===== src/rtl/layer_sequencer_pkg.sv =====
`default_nettype none
// ============================================================================
//  Module   : layer_sequencer_pkg
//  Purpose  : Shared constants, types and state encoding for the spiking-layer
//             gamma-cycle sequencer.
//  Revision : 1.0 - initial release
// ============================================================================
package layer_sequencer_pkg;

    localparam int TIME_PERIOD     = 8;
    localparam int LOG_TIME_PERIOD = 3;
    localparam int NUM_SPIKES      = 16;
    localparam int LOG_NEURONS     = 4;

    localparam int TIME_W   = LOG_TIME_PERIOD + 1;
    localparam int NEURON_W = LOG_NEURONS + 1;
    localparam int VOLLEY_W = NUM_SPIKES * TIME_W;

    typedef logic [TIME_W-1:0]   time_t;
    typedef logic [NEURON_W-1:0] neuron_t;
    typedef logic [VOLLEY_W-1:0] volley_t;

    // All-ones encodings: MSB set on a time value means "no spike".
    localparam time_t   NO_SPIKE   = '1;
    localparam neuron_t NO_WINNER  = '1;
    localparam volley_t NO_VOLLEY  = '1;
    localparam time_t   LAST_STEP  = time_t'(TIME_PERIOD - 1);

    typedef enum logic [1:0] {
        IDLE   = 2'd0,
        RUN    = 2'd1,
        ABORT  = 2'd2,
        RESULT = 2'd3
    } seq_state_e;

    // A time value carries a spike when its MSB is clear.
    function automatic logic is_spike(input time_t t);
        return ~t[TIME_W-1];
    endfunction

endpackage : layer_sequencer_pkg
`default_nettype wire


===== src/rtl/layer_sequencer_if.sv =====
`default_nettype none
// ============================================================================
//  Module   : layer_sequencer_if
//  Purpose  : Bundles the volley handshake, result handshake and layer bus of
//             the sequencer. slave = sequencer side, master = environment.
//  Revision : 1.0 - initial release
// ============================================================================
interface layer_sequencer_if;
    import layer_sequencer_pkg::*;

    // Volley input handshake
    logic    in_valid;
    logic    in_ready;
    volley_t in_spike_times;
    logic    in_train;
    logic    abort;

    // Layer bus
    time_t   lyr_time_val;
    volley_t lyr_spike_times;
    logic    lyr_training;
    time_t   lyr_out_time;
    neuron_t lyr_winner;

    // Result handshake
    logic    res_valid;
    logic    res_ready;
    time_t   res_spike_time;
    neuron_t res_neuron;

    modport slave (
        input  in_valid, in_spike_times, in_train, abort,
        input  lyr_out_time, lyr_winner, res_ready,
        output in_ready, lyr_time_val, lyr_spike_times, lyr_training,
        output res_valid, res_spike_time, res_neuron
    );

    modport master (
        output in_valid, in_spike_times, in_train, abort,
        output lyr_out_time, lyr_winner, res_ready,
        input  in_ready, lyr_time_val, lyr_spike_times, lyr_training,
        input  res_valid, res_spike_time, res_neuron
    );

endinterface : layer_sequencer_if
`default_nettype wire


===== src/rtl/layer_sequencer_stat_counters.sv =====
`default_nettype none
// ============================================================================
//  Module   : seq_stat_counters
//  Purpose  : Statistics pair - one wrapping event counter and one saturating
//             event counter, each with its own increment enable.
//  Revision : 1.0 - initial release
// ============================================================================
module seq_stat_counters #(
    parameter int W = 16
) (
    input  wire logic         clk,
    input  wire logic         rst,
    input  wire logic         i_inc_wrap,
    input  wire logic         i_inc_sat,
    output logic [W-1:0]      o_cnt_wrap,
    output logic [W-1:0]      o_cnt_sat
);

    logic [W-1:0] cnt_wrap_q, cnt_wrap_d;
    logic [W-1:0] cnt_sat_q,  cnt_sat_d;

    // Next-count logic: wrap counter rolls over, saturating counter sticks at all-ones.
    always_comb begin
        cnt_wrap_d = cnt_wrap_q;
        cnt_sat_d  = cnt_sat_q;
        if (i_inc_wrap) begin
            cnt_wrap_d = cnt_wrap_q + W'(1);
        end
        if (i_inc_sat && (cnt_sat_q != '1)) begin
            cnt_sat_d = cnt_sat_q + W'(1);
        end
    end

    // Counter registers, cleared asynchronously.
    always_ff @(posedge clk or posedge rst) begin
        if (rst) begin
            cnt_wrap_q <= '0;
            cnt_sat_q  <= '0;
        end else begin
            cnt_wrap_q <= cnt_wrap_d;
            cnt_sat_q  <= cnt_sat_d;
        end
    end

    assign o_cnt_wrap = cnt_wrap_q;
    assign o_cnt_sat  = cnt_sat_q;

endmodule : seq_stat_counters
`default_nettype wire


===== src/rtl/layer_sequencer.sv =====
`default_nettype none
// ============================================================================
//  Module   : layer_sequencer
//  Purpose  : Sequences one spiking layer through gamma cycles: accepts a
//             volley, steps time_val 0..TIME_PERIOD-1, captures the first
//             output spike and winner, and returns it as a result.
//  Options  : LAYER_SEQUENCER_EARLY_EXIT_EN - inference volleys flush and
//             finish on the step after the first captured spike.
//  Revision : 1.0 - initial release
// ============================================================================
module layer_sequencer
    import layer_sequencer_pkg::*;
#(
    parameter int STAT_W = 16
) (
    input  wire logic           clk,
    input  wire logic           rst,
    layer_sequencer_if.slave    bus,
    output logic [STAT_W-1:0]   stat_volleys,
    output logic [STAT_W-1:0]   stat_silent
);

    seq_state_e state_q,     state_d;
    time_t      time_val_q,  time_val_d;
    volley_t    spikes_q,    spikes_d;
    // Holds in_train of the current volley during RUN, zero in every other state.
    logic       training_q,  training_d;
    logic       captured_q,  captured_d;
    time_t      res_time_q,  res_time_d;
    neuron_t    res_neuron_q, res_neuron_d;
    logic       res_valid_q, res_valid_d;

    logic       capture_now;
    logic       stat_volley_inc;
    logic       stat_silent_inc;

    // Next-state, layer drive, capture and statistics-enable decode.
    always_comb begin
        state_d         = state_q;
        time_val_d      = time_val_q;
        spikes_d        = spikes_q;
        training_d      = training_q;
        captured_d      = captured_q;
        res_time_d      = res_time_q;
        res_neuron_d    = res_neuron_q;
        res_valid_d     = res_valid_q;
        capture_now     = 1'b0;
        stat_volley_inc = 1'b0;
        stat_silent_inc = 1'b0;

        case (state_q)
            IDLE: begin
                if (bus.in_valid) begin
                    state_d      = RUN;
                    time_val_d   = '0;
                    spikes_d     = bus.in_spike_times;
                    training_d   = bus.in_train;
                    captured_d   = 1'b0;
                    res_time_d   = NO_SPIKE;
                    res_neuron_d = NO_WINNER;
                end
            end

            RUN: begin
                // The layer output lags time_val by one cycle, so the
                // time_val=0 sample belongs to the previous volley.
                capture_now = (time_val_q != '0) && !captured_q
                              && is_spike(bus.lyr_out_time);
                if (capture_now) begin
                    captured_d   = 1'b1;
                    res_time_d   = bus.lyr_out_time;
                    res_neuron_d = bus.lyr_winner;
                end

                if (bus.abort) begin
                    // Last step with training low clears the layer without STDP.
                    state_d    = ABORT;
                    time_val_d = LAST_STEP;
                    training_d = 1'b0;
                    spikes_d   = NO_VOLLEY;
                end else if (time_val_q == LAST_STEP) begin
                    state_d         = RESULT;
                    time_val_d      = '0;
                    training_d      = 1'b0;
                    spikes_d        = NO_VOLLEY;
                    res_valid_d     = 1'b1;
                    stat_volley_inc = 1'b1;
                    stat_silent_inc = !captured_d;
                end else begin
                    time_val_d = time_val_q + time_t'(1);
`ifdef LAYER_SEQUENCER_EARLY_EXIT_EN
                    // Inference only: jump to the flush step once a winner is known.
                    if (capture_now && !training_q) begin
                        time_val_d = LAST_STEP;
                    end
`endif
                end
            end

            ABORT: begin
                state_d    = IDLE;
                time_val_d = '0;
                training_d = 1'b0;
                spikes_d   = NO_VOLLEY;
            end

            RESULT: begin
                if (bus.res_ready) begin
                    state_d     = IDLE;
                    res_valid_d = 1'b0;
                end
            end

            default: begin
                state_d     = IDLE;
                time_val_d  = '0;
                training_d  = 1'b0;
                spikes_d    = NO_VOLLEY;
                res_valid_d = 1'b0;
            end
        endcase
    end

    // State and output registers with asynchronous reset.
    always_ff @(posedge clk or posedge rst) begin
        if (rst) begin
            state_q      <= IDLE;
            time_val_q   <= '0;
            spikes_q     <= NO_VOLLEY;
            training_q   <= 1'b0;
            captured_q   <= 1'b0;
            res_time_q   <= NO_SPIKE;
            res_neuron_q <= NO_WINNER;
            res_valid_q  <= 1'b0;
        end else begin
            state_q      <= state_d;
            time_val_q   <= time_val_d;
            spikes_q     <= spikes_d;
            training_q   <= training_d;
            captured_q   <= captured_d;
            res_time_q   <= res_time_d;
            res_neuron_q <= res_neuron_d;
            res_valid_q  <= res_valid_d;
        end
    end

    assign bus.in_ready        = (state_q == IDLE);
    assign bus.lyr_time_val    = time_val_q;
    assign bus.lyr_spike_times = spikes_q;
    assign bus.lyr_training    = training_q;
    assign bus.res_valid       = res_valid_q;
    assign bus.res_spike_time  = res_time_q;
    assign bus.res_neuron      = res_neuron_q;

    seq_stat_counters #(
        .W (STAT_W)
    ) u_stats (
        .clk        (clk),
        .rst        (rst),
        .i_inc_wrap (stat_volley_inc),
        .i_inc_sat  (stat_silent_inc),
        .o_cnt_wrap (stat_volleys),
        .o_cnt_sat  (stat_silent)
    );

endmodule : layer_sequencer
`default_nettype wire


===== src/flat_wrapper.sv =====
// flat-port wrapper written by rule: the top's interface ports become plain ports
module layer_sequencer_flat import layer_sequencer_pkg::*;
#(
    parameter int STAT_W = 16
)
  (clk, rst, stat_volleys, stat_silent, bus_in_valid, bus_in_spike_times, bus_in_train, bus_abort, bus_lyr_out_time, bus_lyr_winner, bus_res_ready, bus_in_ready, bus_lyr_time_val, bus_lyr_spike_times, bus_lyr_training, bus_res_valid, bus_res_spike_time, bus_res_neuron);
  layer_sequencer_if bus_i ();
  input  wire logic clk;
  input  wire logic rst;
  output logic [STAT_W-1:0] stat_volleys;
  output logic [STAT_W-1:0] stat_silent;
  input wire logic [$bits(bus_i.in_valid)-1:0] bus_in_valid;
  input wire logic [$bits(bus_i.in_spike_times)-1:0] bus_in_spike_times;
  input wire logic [$bits(bus_i.in_train)-1:0] bus_in_train;
  input wire logic [$bits(bus_i.abort)-1:0] bus_abort;
  input wire logic [$bits(bus_i.lyr_out_time)-1:0] bus_lyr_out_time;
  input wire logic [$bits(bus_i.lyr_winner)-1:0] bus_lyr_winner;
  input wire logic [$bits(bus_i.res_ready)-1:0] bus_res_ready;
  output wire logic [$bits(bus_i.in_ready)-1:0] bus_in_ready;
  output wire logic [$bits(bus_i.lyr_time_val)-1:0] bus_lyr_time_val;
  output wire logic [$bits(bus_i.lyr_spike_times)-1:0] bus_lyr_spike_times;
  output wire logic [$bits(bus_i.lyr_training)-1:0] bus_lyr_training;
  output wire logic [$bits(bus_i.res_valid)-1:0] bus_res_valid;
  output wire logic [$bits(bus_i.res_spike_time)-1:0] bus_res_spike_time;
  output wire logic [$bits(bus_i.res_neuron)-1:0] bus_res_neuron;
  assign bus_i.in_valid = bus_in_valid;
  assign bus_i.in_spike_times = bus_in_spike_times;
  assign bus_i.in_train = bus_in_train;
  assign bus_i.abort = bus_abort;
  assign bus_i.lyr_out_time = bus_lyr_out_time;
  assign bus_i.lyr_winner = bus_lyr_winner;
  assign bus_i.res_ready = bus_res_ready;
  assign bus_in_ready = bus_i.in_ready;
  assign bus_lyr_time_val = bus_i.lyr_time_val;
  assign bus_lyr_spike_times = bus_i.lyr_spike_times;
  assign bus_lyr_training = bus_i.lyr_training;
  assign bus_res_valid = bus_i.res_valid;
  assign bus_res_spike_time = bus_i.res_spike_time;
  assign bus_res_neuron = bus_i.res_neuron;
  layer_sequencer #(.STAT_W(STAT_W)) u_core (.clk(clk), .rst(rst), .bus(bus_i), .stat_volleys(stat_volleys), .stat_silent(stat_silent));
endmodule

===== config.mk =====
export PLATFORM = sky130hd
export DESIGN_NAME = layer_sequencer_flat
export DESIGN_NICKNAME = d
export VERILOG_FILES = /design/src/rtl/layer_sequencer_pkg.sv /design/src/rtl/layer_sequencer_if.sv /design/src/rtl/layer_sequencer_stat_counters.sv /design/src/rtl/layer_sequencer.sv /design/src/flat_wrapper.sv
export SDC_FILE = /design/constraint.sdc
export NUM_CORES = 1
export LEC_CHECK = 0
export BUFFER_PORTS_ARGS = -buffer_cell sky130_fd_sc_hd__clkbuf_2
export CAP_MARGIN = 20
export CELL_PAD_IN_SITES_DETAIL_PLACEMENT = 0
export CELL_PAD_IN_SITES_GLOBAL_PLACEMENT = 1
export CORE_MARGIN = 4
export CORE_UTILIZATION = 38
export CTS_BUF_LIST = sky130_fd_sc_hd__clkbuf_8
export DETAILED_ROUTE_END_ITERATION = 12
export PLACE_DENSITY = 0.81
export SLEW_MARGIN = 15
export SYNTH_ARGS = -nofsm -noshare
export SYNTH_HDL_FRONTEND = slang
export SYNTH_SLANG_ARGS = --single-unit

===== constraint.sdc =====
create_clock -name clk -period 4.7 [get_ports clk]
set_input_delay 0.94 -clock clk [delete_from_list [all_inputs] [get_ports clk]]
set_output_delay 0.94 -clock clk [all_outputs]
set_load 0.05 [all_outputs]

# == Word level (Yosys, flattened, before mapping) ==
# Cells that the tools add are included.
# word_totals
reg_bits,114
in_bits,79
out_inout_bits,112
elab_cells,78
# classes
n_addsub,3
eq_ne,11
mux,37
bitwise_logic,1
reduce_logical,16
# op_table
cell,n
two-way mux 64 bit,3
case mux 64 bit (3 select lines),1
"adder 16 x 1 -> 16 bit, second input constant",2
two-way mux 4 bit,5
"!= test 16 bit, second input constant",1
two-way mux 1 bit,15
case mux 4 bit (3 select lines),1
two-way mux 5 bit,2
case mux 5 bit (2 select lines),1
AND reduction 3 bit,3
two-way mux 2 bit,4
case mux 2 bit (4 select lines),1
case mux 4 bit (2 select lines),1
"!= test 2 bit, second input constant",3
"adder 4 x 1 -> 4 bit, second input constant",1
"== test 2 bit, second input constant",2
"== test 4 x 3 -> 1 bit, second input constant",1
"!= test 2 x 1 -> 1 bit, second input constant",2
case mux 1 bit (2 select lines),2
AND reduction 2 bit,2
AND reduction 4 bit,1
nonzero test 2 bit,2
nonzero test 4 bit,1
logical AND 1 bit,3
7 further kinds,8

# == Longest topological paths before layout ==
# Gate-level depths: netlist of run 1.
# depth
ltp_word,10
ltp_mapped,8
ltp_nobuf,6

# == Cells and area by module ==
# A second synthesis of run 1 with hierarchy kept.
# unflattened
cells_unflattened,504
area_unflattened_um2,5074.9
# by_module_without_submodules
mod,instances,cells_each,area_per_inst_um2,seq_area_each_um2
layer_sequencer,1,375,3590.9,2143.3
seq_stat_counters,1,129,1483.9,800.8

# == Worst setup path before layout of run 1 ==
# Ideal clock, no wire load.
# synth_timing
kind,in2reg
startpoint,input port bus_abort
endpoint,"register u_core.u_stats.cnt_sat_q[1], in the netlist u_core.u_stats.o_cnt_sat[1]"
arrival_time_ns,2.001
slack_ns,2.574
path_stages,4
cell_sequence,and4bb_2 -> and2_1 -> a21boi_2 -> mux2_4
# synth_between
elab_chain_cells,3
# synth_rtl
element,line_no,source
"start, declared",flat_wrapper.sv:15,input wire logic [$bits(bus_i.abort)-1:0] bus_abort;
two-way mux 1 bit,layer_sequencer.sv:75,if (bus.abort) begin
two-way mux 1 bit,layer_sequencer.sv:51,case (state_q)
logical AND 1 bit,layer_sequencer_stat_counters.sv:29,if (i_inc_sat && (cnt_sat_q != '1)) begin
"end signal, assigned",layer_sequencer_stat_counters.sv:41,cnt_sat_q <= cnt_sat_d;
"end, declared",layer_sequencer_stat_counters.sv:20,"logic [W-1:0] cnt_sat_q, cnt_sat_d;"
# Every way passes these cells.
# A chain may end at the register's enable or synchronous reset.

# == Final worst setup path of run 1 ==
# layout_timing
startpoint,register u_core.state_q[1]
endpoint,output port bus_in_ready
# layout_between
elab_chain_cells,1
# layout_rtl
element,line_no,source
"start, declared",layer_sequencer.sv:23,"seq_state_e state_q, state_d;"
"start signal, assigned",layer_sequencer.sv:136,state_q <= state_d;
logical NOT 2 bit,layer_sequencer.sv:147,assign bus.in_ready = (state_q == IDLE);
"end, declared",flat_wrapper.sv:19,output wire logic [$bits(bus_i.in_ready)-1:0] bus_in_ready;
# Every way passes these cells.

==> results of run 1 <==
==> synthesized netlist by cell type (all sizes together) (2+ instances only) <==
cell      n
nand3     9
xnor2    13
clkbuf    8
ha        8
buf      15
a31oi     6
o21ai    10
nor2b     3
nor2    139
a21oi    67
nand3b    2
and3      3
and2      2
inv      11
nand4     8
dfrtp    41
and4      4
mux2i     9
nor3      6
nor4      4
dfstp    73
nand2    21
mux2      2
xor2     12
a41oi     2
==> cell type report <==
cell class              count  share of cell area, %
multi-input cells         347                   29.9
inverters                  11                  0.671
clock buffers              21                   4.43
flip-flops and latches    114                   45.1
well taps                 172                   3.30
repair buffers            196                   15.5
clock inverters            11                   1.11
==> cells in the final DEF, fill, tap and decap left out, drive strengths merged, types with 10 or more instances in the layout <==
cell / Yosys / final
nand2: 21 / 21
dfrtp: 41 / 41
nor2: 139 / 139
inv: 11 / 17
xnor2: 13 / 13
clkbuf: 8 / 211
xor2: 12 / 12
a21oi: 67 / 67
o21ai: 10 / 10
dfstp: 73 / 73
==> state kept, by name, indices dropped and copies added, names as in the netlist <==
register,cells
u_core.bus.lyr_spike_times,64
u_core.bus.lyr_time_val,4
u_core.bus.lyr_training,1
u_core.bus.res_neuron,5
u_core.bus.res_spike_time,4
u_core.bus.res_valid,1
u_core.captured_q,1
u_core.state_q,2
u_core.u_stats.o_cnt_sat,16
u_core.u_stats.o_cnt_wrap,16
==> where the power goes <==
group	internal [mW]	switching, mW	total [mW]	leakage (nW)
sequential	1.45	0.175	1.63	1.32
combinational	0.583	1.78	2.36	1.62
clock	0.459	0.366	0.825	0.213
==> layer usage <==
| metal | track usage [%] | part of all wire [%] |
|---|---|---|
| met5 | 0 | 0 |
| met1 | 21.3 | 42 |
| met3 | 6.18 | 8.8 |
| met2 | 26.6 | 48 |
| met4 | 6.09 | 0.99 |
==> worst paths after layout <==
| kind | depth (start not counted) | to | start | slack (ns) |
|---|---|---|---|---|
| worst max-delay path | 3 | bus_in_ready | u_core.state_q[1] | 2.31 |
| worst min-delay path | 1 | u_core.u_stats.o_cnt_wrap[15] | u_core.u_stats.o_cnt_wrap[15] | 0.49 |
| worst max register to register | 6 | u_core.u_stats.o_cnt_sat[1] | u_core.state_q[1] | 2.64 |
| worst min register to register | 1 | u_core.u_stats.o_cnt_wrap[15] | u_core.u_stats.o_cnt_wrap[15] | 0.49 |
| max in group asynchronous | 3 | u_core.bus.res_spike_time[3] | rst | 3.22 |
| min in group asynchronous | 2 | u_core.u_stats.o_cnt_sat[0] | rst | 0.54 |
==> metrics by stage <==
| step | power, mW | instances | area [um2] | util (%) | setup slack, ns |
|---|---|---|---|---|---|
| finish | 4.81 | 872 | 6520 | 51.1 | 2.31 |
| global placement | 3.96 | 839 | 6140 | 48.1 | 2.37 |
| floorplan | 3.53 | 495 | 5040 | - | 0.865 |
| detailed placement | 4.04 | 840 | 6160 | 48.2 | 2.29 |
| global route | 5.16 | 872 | 6520 | 51.1 | 2.15 |
| CTS | 4.88 | 872 | 6520 | 51.1 | 2.25 |
==> cell families (layout without fill, tap and decap cells) <==
group / count (synthesis) / count (layout) / synth area share, %
and+or+nand+nor: 208 / 208 / 19.2
DFF: 114 / 114 / 58.5
AOI/OAI and AO/OA: 95 / 95 / 10.5
buffers and inverters: 34 / 239 / 3.13
xor gates and xnor gates: 25 / 25 / 4.35
muxes: 11 / 11 / 2.31
adders and majority gates: 8 / 8 / 1.99
==> flow_metrics.tcl, run 1 <==
set metrics [dict create \
    diodes 0 \
    drive_above_1_share_pct 44.1 \
    netlist_instances 495 \
    fillers 1201 \
    grt_usage_pct 16.9 \
    post_cts_resized 0 \
    ff_latch_area_um2 2940 \
    yosysTopAreaCellShare_pct 38.1 \
    max-slew-margin-rel_pct 56.8 \
    die-area_um2 15200 \
    drt_iter0_drc 240 \
    maxCapViolations 0 \
    grt_first_pass_wirelength_um 20100 \
    numCtsBuffers 17 \
    status "complete, no violations" \
    tightest_slew_ns 0.647 \
    cts_tree "yes" \
    h-tree-depth 4 \
    fin_setup_tns_ns 0 \
    max_freq_mhz 418 \
    path_buf_inv 2 \
    wl_um 12300 \
    skew_ns 0.00786 \
    yosys-top-cells-area "dfstp_2 38%, dfrtp_1 20%, nor2_1 10%" \
    synth_area_leader_cell "dfstp_2" \
    grt_antenna_before_repair 0 \
    die_h_um 123 \
    holdWs_ns 0.491 \
    slowest_stage "dfrtp_1" \
    min_period_ns 2.39 \
    setup_viol 0 \
    clkSinkCount 114 \
    grt_max_degree 73 \
    ys.flop_type "dfstp_2" \
    cts.path.max_buffers 2 \
    multi_input_area_um2 1950 \
    area.growth.synth_to_final_pct 29.5 \
    coreArea_um2 12800 \
    initial_core_util_pct 39.4 \
    clkLatencyLatePin_ns 0.42 \
    cp.arrival_ns 1.45 \
    seq_area_frac_synth_pct 58.5 \
    die_w_um 123 \
    cts_hold_buf 0 \
    synth_warnings 0 \
    crit_family "buffers and inverters" \
    rsz0062_at_grt "no" \
    avgSynthCellArea_um2 10.2 \
    synth-seq-cells 114 \
    worstPathMaxFanout 5 \
    min_period_over_period_pct 51.0 \
    wl_per_cell_um 14.1 \
    io_pins 191 \
    cts.clk_slew.worst_paths_ns 0.07 \
    cts_root_buffer "clkbuf_8" \
    worst_path_largest_cell_delay_ns 0.38 \
    grt_pass1_vias 4126 \
    endpoint_kind "primary output" \
    synth_edf_count 0 \
    ant_nets 0 \
    synth_fp_nets 582 \
    gr-total-overflow 0 \
    p_per_area_nw_per_um2 738 \
    crit_chain "inv_1, ha_2, clkbuf_2" \
    post-cts-setup-buffers 0 \
    startpoint_type "flip-flop" \
    vias_per_cell 4.77 \
    synthArstFlopShare_pct 100 \
    drcViolationCount 0 \
    finalHoldViolations 0 \
    cp.required_ns 3.76 \
    ir_drop_uv 409 \
    row_count 41 \
    hold_class "reg2reg" \
    synth_cell_types 51 \
    hpwl_um 8990 \
    syn_area_um2 5040 \
    gp_congestion 0.822 \
    first_pass_iters 5 \
    maxSlewViolCount 0 \
    criticalPathCategory "reg2out" \
    power.leakage_nw 3.16 \
    fin_nets 774 \
    io_buffers 190 \
    vias 4158 \
]
Note: power is estimated with default switching activity, not from simulation.
==> run 2: changes to the inputs <==
==> constraint.sdc (replaced) <==
create_clock -name clk -period 2.4 [get_ports clk]
set_input_delay 0.48 -clock clk [delete_from_list [all_inputs] [get_ports clk]]
set_output_delay 0.48 -clock clk [all_outputs]
set_load 0.05 [all_outputs]
==> flow_metrics.tcl, run 2 (synthesized netlist as in run 1, its figures left out) <==
set metrics [dict create \
    max_freq_mhz 490 \
    worst_path_largest_cell_delay_ns 0.38 \
    power.leakage_nw 3.16 \
    die_w_um 123 \
    hold_class "in2async" \
    crit_chain "inv_1, ha_1, and4bb_2, and2_1, a21boi_2, mux2_4" \
    maxCapViolations 0 \
    slowest_stage "dfrtp_1" \
    cp.arrival_ns 2.36 \
    final_common_cell "clkbuf_2" \
    cts_hold_buf 0 \
    vias 4170 \
    largest_reg_flops 64 \
    criticalPathCategory "reg2reg" \
    gp_congestion 0.797 \
    grt_antenna_before_repair 0 \
    drt_iter0_drc 164 \
    wl_um 12300 \
    rsz0062_at_grt "no" \
    die-area_um2 15200 \
    ir_drop_uv 679 \
    cts.clk_slew.worst_paths_ns 0.07 \
    clkSinkCount 114 \
    grt_usage_pct 16.7 \
    cts.path.max_buffers 2 \
    cts_tree "yes" \
    placed_cells 838 \
    ant_nets 0 \
    fin_cells 869 \
    initial_core_util_pct 39.4 \
    finalPower_mw 9.60 \
    hpwl_um 8540 \
    skew_ns 0.00558 \
    tightest_slew_ns 0.594 \
    cp.required_ns 2.72 \
    highest_layer "met4" \
    final_cell_area_um2 6570 \
    post-cts-setup-buffers 0 \
    grt_first_pass_wirelength_um 19900 \
    gr-total-overflow 0 \
    startpoint_type "flip-flop" \
    place_area_um2 6170 \
    p_per_area_nw_per_um2 1460 \
    endpoint_kind "flip-flop" \
    grt_pass1_vias 4030 \
    fin_ws_ns 0.360 \
    max-slew-margin-rel_pct 60.4 \
    min_period_over_period_pct 85.0 \
    area.growth.synth_to_final_pct 30.4 \
    fin_nets 772 \
    post_cts_resized 0 \
    io_buffers 190 \
    fillers 1202 \
    maxSlewViolCount 0 \
    row_count 41 \
    worstPathMaxFanout 6 \
    pre_cts_ws_ns 0.361 \
    min_period_ns 2.04 \
    fin_setup_tns_ns 0 \
    status "complete, no violations" \
    cts_root_buffer "clkbuf_8" \
    ff_latch_area_um2 2940 \
    route.met3.wl_um 1110 \
    h-tree-depth 4 \
    layout_common_cells "190 x clkbuf_2, 139 x nor2_1, 73 x dfstp_2, 67 x a21oi_1, 41 x dfrtp_1" \
    drive_above_1_share_pct 44.2 \
    setup_viol 0 \
    clkLatencyLatePin_ns 0.43 \
    wl_per_cell_um 14.1 \
    wl_met2_um 5720 \
    io_pins 191 \
    numCtsBuffers 17 \
    diodes 0 \
    first_pass_iters 7 \
    drcViolationCount 0 \
    die_h_um 123 \
    coreArea_um2 12800 \
    multi_input_area_um2 1950 \
    grt_max_degree 131 \
    vias_per_cell 4.80 \
    finalHoldViolations 0 \
    wl_met1_um 5190 \
]
## run 2: changes by cell type in the layout (fill, tap and decap cells not counted)
cell        change
clkinvlp_4      +1
clkinv_2        -1
clkbuf_8        +1
buf_12          +2
inv_1           -2
inv_4           -1
bufinv_16       +1
buf_4           -4
## run 2: worst paths after layout
kind / start / endpoint / cells after the start / slack [ns]
min in group clk: bus_in_spike_times[22] / u_core.bus.lyr_spike_times[22] / 3 / 0.27
worst max register to register: u_core.state_q[1] / u_core.u_stats.o_cnt_sat[1] / 6 / 0.36
worst max-delay path: u_core.state_q[1] / u_core.u_stats.o_cnt_sat[1] / 6 / 0.36
worst min-delay path: rst / u_core.u_stats.o_cnt_sat[14] / 3 / 0.22
max in group asynchronous: rst / u_core.bus.lyr_spike_times[30] / 3 / 1.75
worst min register to register: u_core.u_stats.o_cnt_wrap[15] / u_core.u_stats.o_cnt_wrap[15] / 1 / 0.48
## run 2: layer usage
layer,GRT usage (%),vias to the layer above
li1,-,2052
met1,21.2,1954
met2,25.1,144
met3,6.63,20
met4,7.40,0
met5,0,-
## run 2: power by group
| group | internal (mW) | switching (mW) |
|---|---|---|
| sequential | 2.84 | 0.326 |
| clock | 1.03 | 0.728 |
| combinational | 1.15 | 3.52 |
## run 2: worst max-delay path, delay by kind of cell (launching register included)
kind | cells | cell delay (ns)
AOI/OAI and AO/OA | 1 | 0.33
adders and majority gates | 1 | 0.26
buffers and inverters | 1 | 0.11
DFF | 1 | 0.38
muxes | 1 | 0.33
and+or+nand+nor | 2 | 0.52
## run 2: layout make-up
cell class | instances | area share (%)
Sequential cell | 114 | 44.8
Multi-Input combinational cell | 347 | 29.7
Timing Repair Buffer | 194 | 15.5
Clock buffer | 22 | 4.61
Tap cell | 172 | 3.28
Clock inverter | 9 | 1.37
Inverter | 11 | 0.686
## run 2: per-stage QoR
| step | hold slack, ns | utilization, % |
|---|---|---|
| 6_report | 0.218 | 51.4 |
| 5_1_grt | 0.236 | 51.4 |
| 4_1_cts | 0.225 | 51.4 |
| 3_5_place_dp | 0.469 | 48.3 |
| 3_3_place_gp | 0.475 | 48.3 |
| 2_1_floorplan | 0.475 | - |
